## config.mk

```make
export PLATFORM = sky130hd
export DESIGN_NAME = alu_result_bcd
export DESIGN_NICKNAME = d
export VERILOG_FILES = /design/src/rtl/alu_pkg.sv /design/src/rtl/bcd_add3.sv /design/src/rtl/alu_result_bcd.sv
export SDC_FILE = /design/constraint.sdc
export NUM_CORES = 1
export LEC_CHECK = 0
export BUFFER_PORTS_ARGS = -buffer_cell sky130_fd_sc_hd__buf_2
export CELL_PAD_IN_SITES_DETAIL_PLACEMENT = 1
export CELL_PAD_IN_SITES_GLOBAL_PLACEMENT = 2
export CORE_MARGIN = 5
export CORE_UTILIZATION = 35
export CTS_CLUSTER_DIAMETER = 60
export CTS_CLUSTER_SIZE = 24
export DETAILED_ROUTE_END_ITERATION = 8
export PLACE_DENSITY_LB_ADDON = 0.1
export SYNTH_ARGS = -nofsm -noshare
export SYNTH_HDL_FRONTEND = slang
export SYNTH_SLANG_ARGS = --single-unit
```

## constraint.sdc

```tcl
create_clock -name clk -period 2.36 [get_ports clk]
set_clock_uncertainty 0.2 [all_clocks]
set_input_delay 0.472 -clock clk [delete_from_list [all_inputs] [get_ports clk]]
set_output_delay 0.472 -clock clk [all_outputs]
set_load 0.01 [all_outputs]
```

## src/rtl/alu_pkg.sv

```systemverilog
// Shared ALU definitions: function codes and the result-decoder state encoding.
package alu_pkg;

    localparam logic [1:0] FUNC_ADD = 2'b00;
    localparam logic [1:0] FUNC_SUB = 2'b01;
    localparam logic [1:0] FUNC_MUL = 2'b10;
    localparam logic [1:0] FUNC_DIV = 2'b11;

    typedef enum logic [1:0] {
        IDLE  = 2'd0,
        SHIFT = 2'd1,
        FIN   = 2'd2
    } state_t;

endpackage

```

## src/rtl/bcd_add3.sv

```systemverilog
// Per-digit double-dabble correction: any digit of 5 or more gets +3 before the next shift.
module bcd_add3 (
    input  logic [3:0] din,
    output logic [3:0] dout
);

    assign dout = (din >= 4'd5) ? (din + 4'd3) : din;

endmodule

```

## src/rtl/alu_result_bcd.sv

```systemverilog
// Converts a captured ALU result word to packed BCD with a fixed-latency
// shift-and-add-3 engine; div results are split into quotient and remainder digits.
module alu_result_bcd
    import alu_pkg::*;
#(
    parameter int WIDTH = 6,
    parameter int HDIG  = 2
) (
    input  logic                    clk,
    input  logic                    rst_n,
    input  logic                    start,
    input  logic [1:0]              func,
    input  logic [2*WIDTH-1:0]      res,
    input  logic                    ovf,
    output logic                    busy,
    output logic                    done,
    output logic [8*HDIG-1:0]       bcd,
    output logic                    neg,
    output logic                    err,
    output logic                    split
);

    localparam int NDIG = 2 * HDIG;
    localparam int RW   = 2 * WIDTH;
    localparam int BW   = 4 * NDIG;
    localparam int HB   = 4 * HDIG;
    localparam int CW   = $clog2(RW + 1);

    state_t           state_reg, state_next;
    logic [CW-1:0]    cnt_reg, cnt_next;
    logic [RW-1:0]    src_reg, src_next;
    logic [BW-1:0]    acc_reg, acc_next, acc_adj;
    logic [1:0]       func_reg, func_next;
    logic             ovf_reg, ovf_next;
    logic             sign_reg, sign_next;
    logic             busy_reg, busy_next;
    logic             done_reg, done_next;
    logic [BW-1:0]    bcd_reg, bcd_next;
    logic             neg_reg, neg_next;
    logic             err_reg, err_next;
    logic             split_reg, split_next;

    logic [WIDTH-1:0] low_w, mag_w;

    assign low_w = res[WIDTH-1:0];
    // Two's-complement negate; the most negative value maps onto its own unsigned magnitude.
    assign mag_w = low_w[WIDTH-1] ? ((~low_w) + WIDTH'(1)) : low_w;

    genvar gi;
    generate
        for (gi = 0; gi < NDIG; gi++) begin : g_digit
            bcd_add3 u_add3 (
                .din  (acc_reg[4*gi +: 4]),
                .dout (acc_adj[4*gi +: 4])
            );
        end
    endgenerate

    always_comb begin
        state_next = state_reg;
        cnt_next   = cnt_reg;
        src_next   = src_reg;
        acc_next   = acc_reg;
        func_next  = func_reg;
        ovf_next   = ovf_reg;
        sign_next  = sign_reg;
        busy_next  = busy_reg;
        done_next  = 1'b0;
        bcd_next   = bcd_reg;
        neg_next   = neg_reg;
        err_next   = err_reg;
        split_next = split_reg;

        case (state_reg)
            IDLE: begin
                if (start) begin
                    state_next = SHIFT;
                    cnt_next   = '0;
                    acc_next   = '0;
                    func_next  = func;
                    ovf_next   = ovf;
                    sign_next  = 1'b0;
                    busy_next  = 1'b1;
                    case (func)
                        FUNC_ADD: src_next = {{WIDTH{1'b0}}, low_w};
                        FUNC_SUB: begin
                            src_next  = {{WIDTH{1'b0}}, mag_w};
                            sign_next = low_w[WIDTH-1];
                        end
                        default:  src_next = res;
                    endcase
                end
            end
            SHIFT: begin
                src_next = {src_reg[RW-2:0], 1'b0};
                cnt_next = cnt_reg + CW'(1);
                if (func_reg == FUNC_DIV) begin
                    // Halves are independent: only the half being fed is corrected and shifted.
                    if (cnt_reg < CW'(WIDTH))
                        acc_next = {acc_adj[BW-2:HB], src_reg[RW-1], acc_reg[HB-1:0]};
                    else
                        acc_next = {acc_reg[BW-1:HB], acc_adj[HB-2:0], src_reg[RW-1]};
                end else begin
                    acc_next = {acc_adj[BW-2:0], src_reg[RW-1]};
                end
                if (cnt_reg == CW'(RW - 1))
                    state_next = FIN;
            end
            FIN: begin
                state_next = IDLE;
                busy_next  = 1'b0;
                done_next  = 1'b1;
                bcd_next   = acc_reg;
                neg_next   = sign_reg;
                err_next   = ovf_reg;
                split_next = (func_reg == FUNC_DIV);
            end
            default: state_next = IDLE;
        endcase
    end

    always_ff @(posedge clk) begin
        if (!rst_n) begin
            state_reg <= IDLE;
            cnt_reg   <= '0;
            src_reg   <= '0;
            acc_reg   <= '0;
            func_reg  <= FUNC_ADD;
            ovf_reg   <= 1'b0;
            sign_reg  <= 1'b0;
            busy_reg  <= 1'b0;
            done_reg  <= 1'b0;
            bcd_reg   <= '0;
            neg_reg   <= 1'b0;
            err_reg   <= 1'b0;
            split_reg <= 1'b0;
        end else begin
            state_reg <= state_next;
            cnt_reg   <= cnt_next;
            src_reg   <= src_next;
            acc_reg   <= acc_next;
            func_reg  <= func_next;
            ovf_reg   <= ovf_next;
            sign_reg  <= sign_next;
            busy_reg  <= busy_next;
            done_reg  <= done_next;
            bcd_reg   <= bcd_next;
            neg_reg   <= neg_next;
            err_reg   <= err_next;
            split_reg <= split_next;
        end
    end

    assign busy  = busy_reg;
    assign done  = done_reg;
    assign bcd   = bcd_reg;
    assign neg   = neg_reg;
    assign err   = err_reg;
    assign split = split_reg;

endmodule

```

==> key figures <==
Finish
  – Commonest non-fill, non-tap cell in the layout: dfxtp_1
  – Fillers: ~930
  – Design area: ~3200 µm²
  – Most frequent cells in the layout: dfxtp_1, buf_2, nand2_1, a22o_1
  – Final Non-Filler Cells: roughly 430
  – Total Nets Final: between 300 and 400
  – Syn-to-layout area delta: 16.91%
  – N_diodes: 0
  – Layout cell share with drive strength beyond 1: 21.75%

Timing
  – Fin Setup TNS: 0 ns
  – Slew @ Worst Pin: approximately 0.56 ns
  – Final setup violation count: 0
  – Final worst-path cycle share: between 70% and 80%
  – Unrepaired setup endpoints after global routing: false
  – Rel. slew slack: 62.91%
  – Min Tclk post-route: ~1.9 ns
  – Final Hold Vio Count: 0
  – Final Max Tran Viols: 0
  – Max frequency: about 530 MHz

Outcome
  – Status: finished, final reports clean

Worst setup path
  – Critical path peak fanout: 5
  – CP cell instances: inv_1, ha_1, nand2b_1, a21oi_1, mux2_2, o21ai_0
  – Worst EP required: about 2.4 ns
  – Crit start category: flop
  – Slowest-stage cell, CP: mux2_2
  – CP Class: flop to flop
  – CP peak stage delay: between 0.3 and 0.4 ns
  – WP buf/inv: 1
  – Nature of the critical path endpoint: flop
  – CP arrival: around 1.9 ns
  – Cell class contributing the biggest share of worst-path delay: compound AO/OA/AOI/OAI gates

GRT
  – Number of global-route vias before repair: 2,381
  – Global-route wire length before repair: 11,250 µm
  – Initial antenna violation count: 0
  – Overflow after GRT: 0
  – GR Util All Layers: between 10 and 15%
  – Largest net degree at the start of global routing: 22

Power and ir drop
  – Comb power frac: roughly 7.9%
  – Pleak: between 1 and 1.5 nW
  – Peak VDD IR: 321.6 µV
  – Switch share: roughly 25%
  – Seq pwr share: between 50 and 60%
  – Switching pwr: between 0.4 and 0.5 mW
  – Clk pwr share: between 40% and 50%
  – Total power per unit cell area: approximately 630 nW/µm²
  – Int Pwr: roughly 1.5 mW

Floorplan
  – Starting Density: a little over a third
  – Die area: about 9700 µm²
  – # IOs: 39
  – Die Y: between 90 and 100 µm
  – Rows: 32
  – Width of the die: between 90 and 100 µm
  – Core Area: approximately 7700 µm²

Placed design
  – Dpl cell area: just over 3000 µm²
  – Post-DP HPWL: roughly 4900 µm
  – Inst Count DP: between 400 and 500
  – # port buffers: 38
  – Global placer's final weighted congestion: about 0.76

Synthesis
  – Number of distinct library cells after synthesis: 48
  – Post-synth EDFFs: 0
  – Synth async-reset ratio: 0%
  – Yosys reg bits: 59
  – Sequential area share after synthesis: a little over two fifths
  – Mapped Area: about 2700 µm²
  – Net Count, Synth: ~310
  – Syn Inst Count: around 290
  – Mean post-synth cell area: approximately 9.6 µm²
  – Synth warn: 0
  – Dominant synthesized flop cell: dfxtp_1

Detailed routing
  – WL final: between 6000 and 7000 µm
  – DR pass1 iterations: 4
  – Wire per inst: around 15 µm
  – DR DRC count: 0
  – ANT nets after route: 0
  – Iter 0 DRT Violations: 72
  – Via Count: 2,263
  – DR vias/cell: 5.226

Clocking
  – Post-CTS sizing: 0
  – Clock Sinks: 59
  – Setup Buffers After CTS: 0
  – Worst skew pair latency: about 0.33 ns
  – CTS tree: yes
  – Htree depth: 3
  – Clk root buf: clkbuf_8
  – Hold_buf cts: 0
  – TritonCTS Buffers: 9
  – Worst-path clk slew: approximately 0.060 ns
  – Clock Path Buffers: 2

Run
  – Max cap viols: 0

Worst hold path
  – Min-Delay Path Class: input port to flop
-- kinds of logic after synthesis --
logic type / synth area share, %
compound gates: 26.78
simple gates: 16.68
flops: 43.14
buf+inv: 4.844
fa+ha+maj: 4.570
mux: 2.377
xor+xnor: 1.600
-- per-stage QoR --
stage               setup slack, ns  hold WS [ns]  util [%]  total power [mW]
floorplan                    0.7014        0.2421         -             1.165
global placement             0.5440        0.2451     39.39             1.217
detailed placement           0.5200        0.2527     39.39             1.219
CTS                          0.4568        0.1913     41.63             2.051
global route                 0.3343        0.1859     41.63             2.110
finish                       0.4885        0.2017     41.63             2.010
-- cell type report --
type | count | area, µm² | share of cell area, %
Clock buffer | 14 | 162.7 | 5.082
Clock inverter | 2 | 10.01 | 0.3127
Inverter | 12 | 45.04 | 1.407
Multi-Input combinational cell | 198 | 1424 | 44.49
Sequential cell | 59 | 1181 | 36.90
Tap cell | 102 | 127.6 | 3.987
Timing Repair Buffer | 46 | 250.2 | 7.819
-- power groups by stage --
| stage | Clock (mW) | Sequential (mW) | Combinational (mW) |
|---|---|---|---|
| after floorplan | 0 | 1.05 | 0.112 |
| after global placement | 0 | 1.06 | 0.160 |
| after detailed placement | 0 | 1.06 | 0.162 |
| after CTS | 0.854 | 1.03 | 0.162 |
| after global routing | 0.895 | 1.04 | 0.178 |
| final | 0.816 | 1.04 | 0.159 |
-- tightest hold or removal path: cells and delay by family --
kind | cells | cell delay [ns]
compound gates | 1 | 0.07
buf+inv | 1 | 0.10
simple gates | 1 | 0.05
-- per-layer routing --
layer	global-route usage, %	routed length [µm]	up-vias
met4	5.357	104	0
met2	25.07	3247	29
met1	16.82	3056	1098
met3	3.468	221	11
li1	-	-	1125
met5	0	0	-
-- cell usage after synthesis (2+ instances only) --
cell type | count | area share, %
inv_1 | 12 | 1.6
nand3_1 | 11 | 2.0
o21ai_1 | 4 | 0.73
mux2_2 | 4 | 1.6
xnor2_1 | 5 | 1.6
o211ai_1 | 2 | 0.55
ha_1 | 10 | 4.6
buf_2 | 7 | 1.3
clkbuf_1 | 7 | 0.96
dfxtp_1 | 59 | 43
and3_1 | 3 | 0.69
nor4b_1 | 3 | 0.96
o21a_1 | 3 | 0.82
nand2b_1 | 5 | 1.1
and2_1 | 4 | 0.91
nand3b_1 | 2 | 0.55
nand2_1 | 21 | 2.9
o21ai_0 | 16 | 2.9
mux2i_1 | 2 | 0.73
a22o_1 | 21 | 6.7
a2111oi_4 | 2 | 2.0
a222oi_1 | 6 | 2.2
nor2b_1 | 16 | 3.7
a21boi_0 | 5 | 1.4
nor2_1 | 5 | 0.69
buf_4 | 2 | 0.55
a21boi_1 | 6 | 1.6
a22oi_1 | 4 | 1.1
a21oi_1 | 11 | 2.0
nor3_1 | 6 | 1.1
a32oi_1 | 2 | 0.64
a21oi_2 | 3 | 0.96
a211oi_1 | 2 | 0.55
-- final timing paths --
check                           from                       to  slack, ns  depth (start not counted)
max          acc_reg[0]$_SDFFE_PN0P_  acc_reg[2]$_SDFFE_PN0P_       0.49                          6
max reg2reg  acc_reg[0]$_SDFFE_PN0P_  acc_reg[2]$_SDFFE_PN0P_       0.49                          6
min reg2reg        busy$_SDFFE_PN0P_        busy$_SDFFE_PN0P_       0.26                          1
min                              ovf     ovf_reg$_SDFFE_PN0P_       0.20                          3
Note: power is estimated with default switching activity, not from simulation.
